===== src/rtl/conway_pkg.sv =====
// Shared constants for the Conway board sequencer: engine mode codes,
// controller state encoding and board geometry.
package conway_pkg;

    localparam int BOARD_CELLS = 64;
    localparam int BIT_CNT_W   = 7;

    localparam logic [1:0] MODE_HOLD = 2'b00;
    localparam logic [1:0] MODE_LOAD = 2'b01;
    localparam logic [1:0] MODE_STEP = 2'b10;
    localparam logic [1:0] MODE_READ = 2'b11;

    // Index of the final serial cycle in LOAD and READ.
    localparam logic [BIT_CNT_W-1:0] LAST_BIT = BIT_CNT_W'(BOARD_CELLS - 1);

    typedef enum logic [2:0] {
        ST_IDLE = 3'd0,
        ST_LOAD = 3'd1,
        ST_RUN  = 3'd2,
        ST_READ = 3'd3,
        ST_DONE = 3'd4
    } state_e;

    function automatic logic is_active(input state_e s);
        return (s == ST_LOAD) || (s == ST_RUN) || (s == ST_READ);
    endfunction

endpackage


===== src/rtl/conway_seq_ctrl.sv =====
// Load/run/read sequencer for a serial 8x8 Life engine.
// Optional macro CONWAY_CTRL_ABORT_EN adds an abort input that cancels an active job.
module conway_seq_ctrl
    import conway_pkg::*;
#(
    parameter int GEN_W = 8
) (
    input  logic                   clk,
    input  logic                   rst_n,
    input  logic                   start,
    input  logic [BOARD_CELLS-1:0] pattern_in,
    input  logic [GEN_W-1:0]       gen_count,
    output logic                   busy,
    output logic                   done,
    output logic [BOARD_CELLS-1:0] pattern_out,
    output logic [1:0]             engine_mode,
    output logic                   engine_din,
    input  logic                   engine_dout
`ifdef CONWAY_CTRL_ABORT_EN
    ,
    input  logic                   abort
`endif
);

    state_e                 state_q, state_d;
    logic [BOARD_CELLS-1:0] shift_q, shift_d;
    logic [BOARD_CELLS-1:0] pout_q, pout_d;
    logic [GEN_W-1:0]       gen_q, gen_d;
    logic [BIT_CNT_W-1:0]   bit_q, bit_d;
    logic                   abort_w;

`ifdef CONWAY_CTRL_ABORT_EN
    assign abort_w = abort;
`else
    assign abort_w = 1'b0;
`endif

    assign pattern_out = pout_q;

    always_ff @(posedge clk) begin
        if (!rst_n) begin
            state_q <= ST_IDLE;
            shift_q <= '0;
            pout_q  <= '0;
            gen_q   <= '0;
            bit_q   <= '0;
        end else begin
            state_q <= state_d;
            shift_q <= shift_d;
            pout_q  <= pout_d;
            gen_q   <= gen_d;
            bit_q   <= bit_d;
        end
    end

    always_comb begin
        state_d     = state_q;
        shift_d     = shift_q;
        pout_d      = pout_q;
        gen_d       = gen_q;
        bit_d       = bit_q;
        engine_mode = MODE_HOLD;
        engine_din  = 1'b0;
        busy        = (state_q != ST_IDLE);
        done        = 1'b0;

        case (state_q)
            ST_IDLE: begin
                if (start) begin
                    state_d = ST_LOAD;
                    shift_d = pattern_in;
                    gen_d   = gen_count;
                    bit_d   = '0;
                end
            end
            ST_LOAD: begin
                engine_mode = MODE_LOAD;
                engine_din  = shift_q[0];
                shift_d     = {1'b0, shift_q[BOARD_CELLS-1:1]};
                if (bit_q == LAST_BIT) begin
                    bit_d   = '0;
                    state_d = (gen_q == '0) ? ST_READ : ST_RUN;
                end else begin
                    bit_d = bit_q + BIT_CNT_W'(1);
                end
            end
            ST_RUN: begin
                // Counter holds generations still to run, including this cycle's.
                engine_mode = MODE_STEP;
                if (gen_q != '0) gen_d = gen_q - GEN_W'(1);
                if (gen_q <= GEN_W'(1)) state_d = ST_READ;
            end
            ST_READ: begin
                // Cell 0 arrives first and ends up at bit 0 after 64 shifts.
                engine_mode = MODE_READ;
                pout_d      = {engine_dout, pout_q[BOARD_CELLS-1:1]};
                if (bit_q == LAST_BIT) begin
                    bit_d   = '0;
                    state_d = ST_DONE;
                end else begin
                    bit_d = bit_q + BIT_CNT_W'(1);
                end
            end
            ST_DONE: begin
                done    = 1'b1;
                state_d = ST_IDLE;
            end
            default: state_d = ST_IDLE;
        endcase

        if (abort_w && is_active(state_q)) begin
            state_d = ST_IDLE;
            pout_d  = pout_q;
            bit_d   = '0;
            gen_d   = '0;
        end
    end

endmodule


===== config.mk =====
export PLATFORM = sky130hd
export DESIGN_NAME = conway_seq_ctrl
export DESIGN_NICKNAME = d
export VERILOG_FILES = /design/src/rtl/conway_pkg.sv /design/src/rtl/conway_seq_ctrl.sv
export SDC_FILE = /design/constraint.sdc
export NUM_CORES = 1
export LEC_CHECK = 0
export BUFFER_PORTS_ARGS = -buffer_cell sky130_fd_sc_hd__buf_2
export CORE_ASPECT_RATIO = 1.4
export CORE_MARGIN = 4
export CORE_UTILIZATION = 40
export DETAILED_ROUTE_END_ITERATION = 8
export GPL_TIMING_DRIVEN = 0
export SYNTH_ARGS = -nofsm -noshare
export SYNTH_HDL_FRONTEND = slang
export SYNTH_SLANG_ARGS = --single-unit
export TNS_END_PERCENT = 100

===== constraint.sdc =====
create_clock -name clk -period 2.4 [get_ports clk]
set_clock_uncertainty 0.05 [all_clocks]
set_input_delay 0.12 -clock clk [delete_from_list [all_inputs] [get_ports clk]]
set_output_delay 0.12 -clock clk [all_outputs]
set_load 0.01 [all_outputs]

* Word level (Yosys, flattened, before mapping) *
Cells that the tools add are included.

operators by class
  $add $sub $neg = 2
  multiply operators = 0
  divide/modulo/power cells = 0
  $lt $le $gt $ge = 1
  eq/ne operators = 10
  shift-type cells = 0
  multiplexer cells = 17
  bitwise logic cells = 0
  reduce and logical (&&, ||, !) cells = 12

operators with widths
  operator                                                                          count
  64-bit case mux with 2 select lines                                               1
  64-bit two-way mux                                                                1
  8-bit two-way mux                                                                 2
  8-bit case mux with 2 select lines                                                1
  7-bit two-way mux                                                                 2
  7-bit case mux with 2 select lines                                                1
  3-bit two-way mux                                                                 4
  3-bit case mux with 4 select lines                                                1
  2-bit inequality test, second input constant                                      5
  8-bit by 1-bit less-or-equal comparator with 1-bit output, second input constant  1
  8-bit zero test                                                                   1
  8-bit nonzero test                                                                1
  8-bit by 1-bit subtractor with 8-bit output, second input constant                1
  7-bit by 1-bit adder with 7-bit output, second input constant                     1
  7-bit by 6-bit == test with 1-bit output, second input constant                   1
  3-bit by 2-bit == test with 1-bit output, second input constant                   2
  2-bit case mux with 3 select lines                                                1
  2-bit nonzero test                                                                3
  2-bit AND reduction                                                               2
  4-bit AND reduction                                                               1
  3-bit by 1-bit == test with 1-bit output, second input constant                   1
  3-bit == test, second input constant                                              1
  3-bit zero test                                                                   1
  1-bit two-way mux                                                                 3
  other kinds (3)                                                                   3

word-level totals
  register bits = 146
  latch bits = 0
  memory bits (writable) = 0
  bits in read-only memories = 0
  input bits = 76
  output and inout bits = 69
  logic and storage cells = 47
  memories kept = 0

* Longest topological paths before layout *
Gate-level depths: netlist of the first run.

  depth in word-level cells = 4
  depth in mapped cells = 7
  gate-level depth less buffers = 6

* Worst setup path after synthesis of the first run *
No wires, ideal clock.

  path kind = register -> register
  start = register gen_q[0]
  end = register gen_q[7]
  setup time = 0.117 ns
  arrival = 1.701 ns
  required time = 2.233 ns
  setup slack = 0.532 ns
  cell stages (with the launch flop) = 7
  buffers on the path = 0
  period minus slack after synthesis = 1.868 ns
  cells stage by stage = dfxtp_1 > inv_1 > ha_1 > or4bb_1 > o211a_4 > and2_4 > a32o_1

between the ends
  word-level cells in the longest chain between the ends = 3
  elaborated cells between the ends (all ways) = 6
  classes of those cells = 1 x add/sub; 1 x eq/ne; 2 x mux; 2 x reduce/logical

RTL lines
  element                                                                            RTL line               RTL
  from (decl)                                                                        conway_seq_ctrl.sv:28  logic [GEN_W-1:0] gen_q, gen_d;
  from (signal assigned)                                                             conway_seq_ctrl.sv:51  gen_q <= gen_d;
  8-bit by 1-bit subtractor with 8-bit output or 8-bit nonzero test (tied branches)  conway_seq_ctrl.sv:90  if (gen_q != '0) gen_d = gen_q - GEN_W'(1);
  8-bit two-way mux or 2-bit inequality test (tied branches)                         --
  8-bit case mux with 2 select lines or 3-bit AND reduction (tied branches)          --

Parallel ways exist; a longest one is shown, timed or not. The select of a mux whose other input is x is not followed.
A chain may end at the register's enable or synchronous reset.

* Worst setup path in the final report of the first run *
  start = register state_q[0]
  end = output engine_din

between the ends
  word-level cells in the longest chain between the ends = 2

RTL lines
  element                                   RTL line               RTL
  from (decl)                               conway_seq_ctrl.sv:25  state_e state_q, state_d;
  from (signal assigned)                    conway_seq_ctrl.sv:48  state_q <= state_d;
  3-bit by 1-bit == test with 1-bit output  conway_seq_ctrl.sv:67  case (state_q)
  1-bit two-way mux                         conway_seq_ctrl.sv:67
  to (decl)                                 conway_seq_ctrl.sv:17  output logic engine_din,

No other way between the ends.

==> impl_metrics.tcl, run 1 <==
set metrics [dict create \
    run_status "complete, no violations" \
    io_buffers 143 \
    synth_cell_types 50 \
    firstDrtPassIters 5 \
    fillCellCount 1372 \
    cp_max_fo 10 \
    power.static_leakage_nw 3.36 \
    timing.hold.worst.start "gen_count[4]" \
    finalCriticalPeriod_ns 2.19 \
    achievable-frequency_ghz 0.456 \
    whs_path_cells 4 \
    peakVddDrop_mv 0.441 \
    p_seq_share_pct 43.7 \
    synth_seq_cells 146 \
    htree_levels 4 \
    pwr_density_cell_nw_per_um2 713 \
    worstSetupStartpoint "state_q[0]" \
    std_cell_rows 53 \
    min-delay-path-class "primary input to flop" \
    power.combinational.fraction_pct 9.5 \
    via_count_of_the_first_global_routing_pass 5629 \
    post_synth.cell_area_avg_um2 8.65 \
    die_width_um 112 \
    layout.cells.most_common_list "sky130_fd_sc_hd__nand2_1, sky130_fd_sc_hd__buf_2, sky130_fd_sc_hd__dfxtp_1, sky130_fd_sc_hd__a21boi_0, sky130_fd_sc_hd__nor2_1" \
    chipHeight_um 154 \
    timing.critical_path.to "engine_din" \
    hold_viol_final 0 \
    initialDrtViolationCount 304 \
    syn_to_layout_area_delta_pct 36.9 \
    crit_path_start_kind "flop" \
    grt_antenna_before_repair 0 \
    util_after_layout_pct 55.4 \
    cts_max_path_bufs 2 \
    antenna-diode-count 0 \
    drt.antenna.violating_nets 0 \
    routed_via_density 5.11 \
    grt_max_degree 17 \
    cap_violations 0 \
    routedWlPerCell_um 14.1 \
    worstPathArrival_ns 2.02 \
    power.net_switching_mw 1.42 \
    wl_um 16000 \
    detailroute.via_count 5795 \
    dp_hpwl_um 11700 \
    drive_gt1_share_pct 22.6 \
    sequential_element_share_of_the_synthesized_area_pct 48.1 \
    worst-endpoint-required_ns 2.23 \
    netSwitchingFraction_pct 24.0 \
    timing_worst_slew_pin_value_ns 0.739 \
    post_placement_cell_area_um2 7030 \
    remaining_drc_errors 0 \
    final.period_utilization_pct 91.3 \
    initial_core_util_pct 40.5 \
    yosysWarningCount 0 \
    gpl.final_weighted_congestion 0.835 \
    post-route-cell-area_um2 8310 \
    syn_area_um2 6070 \
    clock_latency_on_the_worst_skew_pair_ns 0.41 \
    layout_commonest_cell "sky130_fd_sc_hd__nand2_1" \
    number_of_primary_i_o_pins 145 \
    reg2reg_depth 6 \
    p_clk_share_pct 46.8 \
    die_area_um2 17200 \
    setup.worst_path.class "flop to output port" \
    first_pass_grt_wire_length_um 26500 \
    overflow 0 \
    post-place-cells 1037 \
    reg2reg_to "gen_q[6]" \
    synthesis.instances 702 \
    final_max_slew_viol_count 0 \
    final-setup-viol-count 0 \
    slew-limit-headroom_pct 50.0 \
    track_usage_pct 18.4 \
    whs_ns 0.0141 \
    path_clk_slew_ns 0.06 \
    setup_repair_after_global_routing_missed_its_margin "false" \
    nets 1010 \
    coreArea_um2 15000 \
    tritoncts "yes" \
    setup.reg_to_reg.worst_slack_ns 0.41 \
    cts_inserted_buffers 17 \
    clock_sinks 146 \
    worstSetupEndpointType "output port" \
    finalNonFillerCells 1135 \
    setup-tns-final_ns 0 \
    p_int_mw 4.50 \
    cts.root.buffer_cell "sky130_fd_sc_hd__clkbuf_16" \
    syn_nets 782 \
    r2r-start "gen_q[0]" \
]
==> worst min-delay path by stage <==
stage | end | slack, ns
CTS | gen_q[4] | 0.0008
global placement | pattern_out[63] | 0.34
floorplan | pattern_out[63] | 0.21
finish | gen_q[4] | 0.01
global route | gen_q[4] | 0.009
detailed placement | pattern_out[63] | 0.33
==> critical path, cell delays in order (launching register included) <==
cell and delay [ns]:
sky130_fd_sc_hd__dfxtp_1 0.37, sky130_fd_sc_hd__buf_4 0.19, sky130_fd_sc_hd__nor3b_2 0.31, sky130_fd_sc_hd__clkbuf_1 0.41
sky130_fd_sc_hd__and2_1 0.20, sky130_fd_sc_hd__buf_2 0.13
==> flip-flops by register name (all words and copies together) (netlist names) <==
| register | count |
|---|---|
| bit_q | 7 |
| gen_q | 8 |
| pattern_out | 64 |
| shift_q | 64 |
| state_q | 3 |
==> stage by stage <==
stage          power (mW)  setup WS, ns
2_1_floorplan        2.95         0.532
3_3_place_gp         3.10         0.438
3_5_place_dp         3.12         0.359
4_1_cts              5.99       0.00113
5_1_grt              6.16        0.0671
6_report             5.92         0.209
==> what timing repair did <==
item,CTS,global route
resized for setup,0,1
buffers inserted,0,0
hold buffers,65,1
hold endpoints to repair,65,1
endpoints found under the setup margin,0,1
==> logic make-up (layout without fill, tap and decap cells) <==
family	after synthesis	in the layout	share of synthesized area, %
and+or+nand+nor	290	290	20.1
adders and majority gates	4	4	0.824
AOI/OAI and AO/OA	195	195	24.8
buffers and inverters	61	302	5.26
DFF	146	146	48.1
xor gates and xnor gates	6	6	0.866
==> cell type report <==
| cell class | instances | area (µm²) | share of cell area, % |
|---|---|---|---|
| multi-input combinational | 495 | 2830 | 34.1 |
| inverter | 5 | 18.8 | 0.226 |
| buffer | 56 | 300 | 3.61 |
| clock buffer | 19 | 443 | 5.33 |
| sequential | 146 | 2920 | 35.2 |
| tap | 192 | 240 | 2.89 |
| clock inverter | 13 | 173 | 2.08 |
| timing repair buffer | 209 | 1380 | 16.6 |
==> cells in the mapped netlist, drive strengths merged <==
cell type    n  area share (%)
nand2      171              11
dfxtp      146              48
a21boi      98              12
nor2        82             5.1
o221ai      34             4.9
buf         32             3.5
a22oi       30             3.7
clkbuf      24             1.5
o21ai        8            0.66
nand3        7            0.58
xnor2        6            0.87
a211oi       5            0.62
a21oi        5            0.41
inv          5            0.31
nor3b        5            0.70
and2         4            0.45
ha           4            0.82
o211ai       4            0.58
nor3         3            0.25
a32o         2            0.33
nand2b       2            0.21
nor2b        2            0.21
nor4         2            0.21
o21a         2            0.25
o31ai        2            0.25
or3          2            0.21
or3b         2            0.29
a2111oi      1            0.25
a21o         1            0.12
a32oi        1            0.14
and3         1            0.10
and3b        1            0.14
nand4b       1            0.14
nor4b        1            0.14
o2111a       1            0.19
o211a        1            0.29
or2          1            0.10
or4          1            0.19
or4b         1            0.23
or4bb        1            0.19
==> power by group through the flow <==
stage | Clock (mW) | Combinational, mW | Sequential, mW
3_5_place_dp | 0 | 0.479 | 2.64
4_1_cts | 2.84 | 0.565 | 2.58
6_report | 2.77 | 0.565 | 2.59
2_1_floorplan | 0 | 0.331 | 2.62
5_1_grt | 2.94 | 0.628 | 2.60
3_3_place_gp | 0 | 0.466 | 2.63
==> layer usage <==
metal,track usage (%),vias up,wire length (µm)
met2,32.8,185,8000
li1,-,2883,-
met3,4.41,29,875
met5,0,-,0
met1,21.7,2698,6850
met4,5.56,0,301
Note: power is estimated with default switching activity, not from simulation.
==> run 2, diff against run 1 <==
--- a/config.mk
+++ b/config.mk
@@ -5,12 +5,14 @@
 export SDC_FILE = /design/constraint.sdc
 export NUM_CORES = 1
 export LEC_CHECK = 0
+export ABC_AREA = 1
 export BUFFER_PORTS_ARGS = -buffer_cell sky130_fd_sc_hd__buf_2
 export CORE_ASPECT_RATIO = 1.4
 export CORE_MARGIN = 4
-export CORE_UTILIZATION = 40
+export CORE_UTILIZATION = 53
 export DETAILED_ROUTE_END_ITERATION = 8
 export GPL_TIMING_DRIVEN = 0
+export PLACE_DENSITY = 0.79
 export SYNTH_ARGS = -nofsm -noshare
 export SYNTH_HDL_FRONTEND = slang
 export SYNTH_SLANG_ARGS = --single-unit
==> run 2 against run 1 <==
Against the previous run:
- cell count increased by 3.3%
- global-route usage rose by 7.3 points
- critical path depth up 1
- largest cell class unchanged
- first-iteration DRC count is 17% lower
- sequential share of layout area up 0.78 points
- clock power shrank 7.6%
- via count up 5.9%
- wire length increased by 4.4%
- area after synthesis shrank 1.6%
- non-clock buffer count unchanged
- maximum frequency increased by 16%
- critical endpoint unchanged
- utilization grew 19 points
==> impl_metrics.tcl, run 2 <==
set metrics [dict create \
    worstPathArrival_ns 1.72 \
    initial_core_util_pct 54.7 \
    timing_worst_slew_pin_value_ns 0.654 \
    clock_latency_on_the_worst_skew_pair_ns 0.42 \
    cpPeakStageDelay_ns 0.47 \
    die_width_um 97.7 \
    crit_chain "inv_2 > nand3_4 > buf_6 > buf_2 > nor2_1 > buf_2" \
    drt.antenna.violating_nets 0 \
    routedWlPerCell_um 14.3 \
    clock_sinks 146 \
    min-delay-path-class "primary input to flop" \
    postCtsSetupRepairBufs 0 \
    final-setup-viol-count 0 \
    synth_flop_cell "sky130_fd_sc_hd__dfxtp_1" \
    cap_violations 0 \
    htree_levels 4 \
    via_count_of_the_first_global_routing_pass 5942 \
    cts.root.buffer_cell "sky130_fd_sc_hd__clkbuf_16" \
    layout.cells.most_common_list "sky130_fd_sc_hd__nor2_1, sky130_fd_sc_hd__buf_2, sky130_fd_sc_hd__dfxtp_1, sky130_fd_sc_hd__nand2_1, sky130_fd_sc_hd__o21ai_0" \
    slew-limit-headroom_pct 56.4 \
    sequential_element_share_of_the_synthesized_area_pct 48.9 \
    remaining_drc_errors 0 \
    synth_cell_types 27 \
    dp_hpwl_um 10700 \
    fillCellCount 818 \
    detailroute.via_count 6138 \
    cp_slowest_cell "sky130_fd_sc_hd__dfxtp_1" \
    overflow 0 \
    drive_gt1_share_pct 22.0 \
    post-place-cells 1072 \
    tritoncts "yes" \
    yosysMostFrequentCell "sky130_fd_sc_hd__nor2_1" \
    setup.reg_to_reg.worst_slack_ns 0.79 \
    setup.worst_path.class "flop to output port" \
    coreArea_um2 10900 \
    reg2reg_to "gen_q[5]" \
    synth_seq_cells 146 \
    routed_via_density 5.23 \
    hold_end "gen_q[1]" \
    cp_max_fo 10 \
    path_buf_inv 4 \
    worst-endpoint-required_ns 2.23 \
    grt_antenna_before_repair 0 \
    antenna-diode-count 0 \
    path_clk_slew_ns 0.06 \
    synth.area.top_cells "sky130_fd_sc_hd__dfxtp_1, sky130_fd_sc_hd__nor2_1, sky130_fd_sc_hd__o21ai_0" \
    syn_to_layout_area_delta_pct 36.1 \
    setup_repair_after_global_routing_missed_its_margin "false" \
    std_cell_rows 45 \
    finalNonFillerCells 1173 \
    final.period_utilization_pct 78.8 \
    synth.top_cell.area_share_pct 48.9 \
    seq_area_um2 2920 \
    cts.repair.resized 0 \
    synth_area_leader_cell "sky130_fd_sc_hd__dfxtp_1" \
    critical_path.most_common_cell "sky130_fd_sc_hd__buf_2" \
    worstSetupEndpointType "output port" \
    peakVddDrop_mv 0.594 \
    gpl.final_weighted_congestion 0.835 \
    pwr_density_cell_nw_per_um2 1180 \
    final_max_slew_viol_count 0 \
    post_synth.cell_area_avg_um2 7.58 \
    run_status "complete, no violations" \
    grt_max_degree 17 \
    post_placement_cell_area_um2 6870 \
    post_synth_edffs 0 \
    whs_ns 0.0112 \
    first_pass_grt_wire_length_um 27800 \
    setup-tns-final_ns 0 \
    power.static_leakage_nw 3.96 \
    cts_max_path_bufs 2 \
    synthesis.instances 788 \
    layout_commonest_cell "sky130_fd_sc_hd__nor2_1" \
    chipHeight_um 134 \
    whs_path_cells 5 \
    hold_viol_final 0 \
    syn_nets 868 \
    synth_common_cells "sky130_fd_sc_hd__nor2_1, sky130_fd_sc_hd__dfxtp_1, sky130_fd_sc_hd__nand2_1" \
    reg2reg_depth 9 \
    wl_um 16700 \
    timing.hold.worst.start "gen_count[1]" \
    ffs_w_async_s_r_synth_pct 0 \
    post-route-cell-area_um2 8130 \
    crit_path_start_kind "flop" \
    number_of_primary_i_o_pins 145 \
    io_buffers 143 \
    yosysWarningCount 0 \
    r2r-start "gen_q[0]" \
    track_usage_pct 25.7 \
    finalCriticalPeriod_ns 1.89 \
    nets 1099 \
    power.total_mw 9.59 \
    syn_area_um2 5970 \
    multiInputGateArea_um2 2630 \
    firstDrtPassIters 5 \
    initialDrtViolationCount 252 \
    achievable-frequency_ghz 0.529 \
    critPathTopFamily "buffers and inverters" \
    die_area_um2 13100 \
    cts_inserted_buffers 17 \
]
==> run 2: how the worst max path moves through the flow <==
stage | startpoint | endpoint | slack (ns) | cells after the start
6_report | state_q[2] | engine_din | 0.51 | 6
5_1_grt | state_q[2] | engine_din | 0.40 | 6
4_1_cts | state_q[2] | engine_din | 0.50 | 6
3_5_place_dp | gen_q[0] | gen_q[7] | 0.77 | 9
3_3_place_gp | gen_q[0] | gen_q[7] | 0.85 | 10
2_1_floorplan | state_q[1] | pattern_out[10] | 1.01 | 9
==> run 2: per-layer routing <==
metal / GRT usage [%] / part of all wire (%) / wire [µm]
met1: 30.1 / 42 / 7000
met3: 6.81 / 6.0 / 996
met5: 0 / 0 / 0
met2: 44.4 / 50 / 8330
met4: 10.9 / 2.4 / 404
==> run 2: where the power goes <==
group / switching, mW / internal, mW
Clock: 1.11 / 1.46
Combinational: 1.98 / 1.26
Sequential: 0.520 / 3.27
Total: 3.61 / 5.98
==> run 2: area by class of cell <==
class | count | area share, %
buffer | 53 | 3.68
clock buffer | 17 | 5.23
clock inverter | 15 | 1.80
inverter | 33 | 1.52
multi-input combinational | 556 | 32.3
sequential | 146 | 36.0
tap | 141 | 2.17
timing repair buffer | 212 | 17.3
==> run 2: logic make-up (layout without fill, tap and decap cells) <==
family,after synthesis,count (layout),share of synthesized area [%]
AND/OR/NAND/NOR,376,376,25.4
AO/OA/AOI/OAI,173,173,17.3
flip-flops,146,146,48.9
buffers and inverters,86,330,7.08
adder cells (fa/ha/maj),4,4,0.838
XOR/XNOR,3,3,0.440
==> run 2: through the flow <==
| step | utilization, % | worst slack, ns |
|---|---|---|
| global route | 74.4 | 0.400 |
| detailed placement | 62.9 | 0.774 |
| global placement | 62.9 | 0.849 |
| floorplan | - | 1.01 |
| finish | 74.4 | 0.509 |
| CTS | 74.4 | 0.495 |
==> run 2: worst register-to-register path: cells and delay by family, from the launching register on <==
| family | cells | cell delay [ns] |
|---|---|---|
| adders and majority gates | 1 | 0.17 |
| buffers and inverters | 2 | 0.15 |
| DFF | 1 | 0.34 |
| and+or+nand+nor | 6 | 0.81 |
==> run 2: timing repair <==
item / in CTS / in global routing
endpoints found under the setup margin: 0 / 0
hold buffers: 69 / 0
endpoints found under the hold margin: 69 / 0
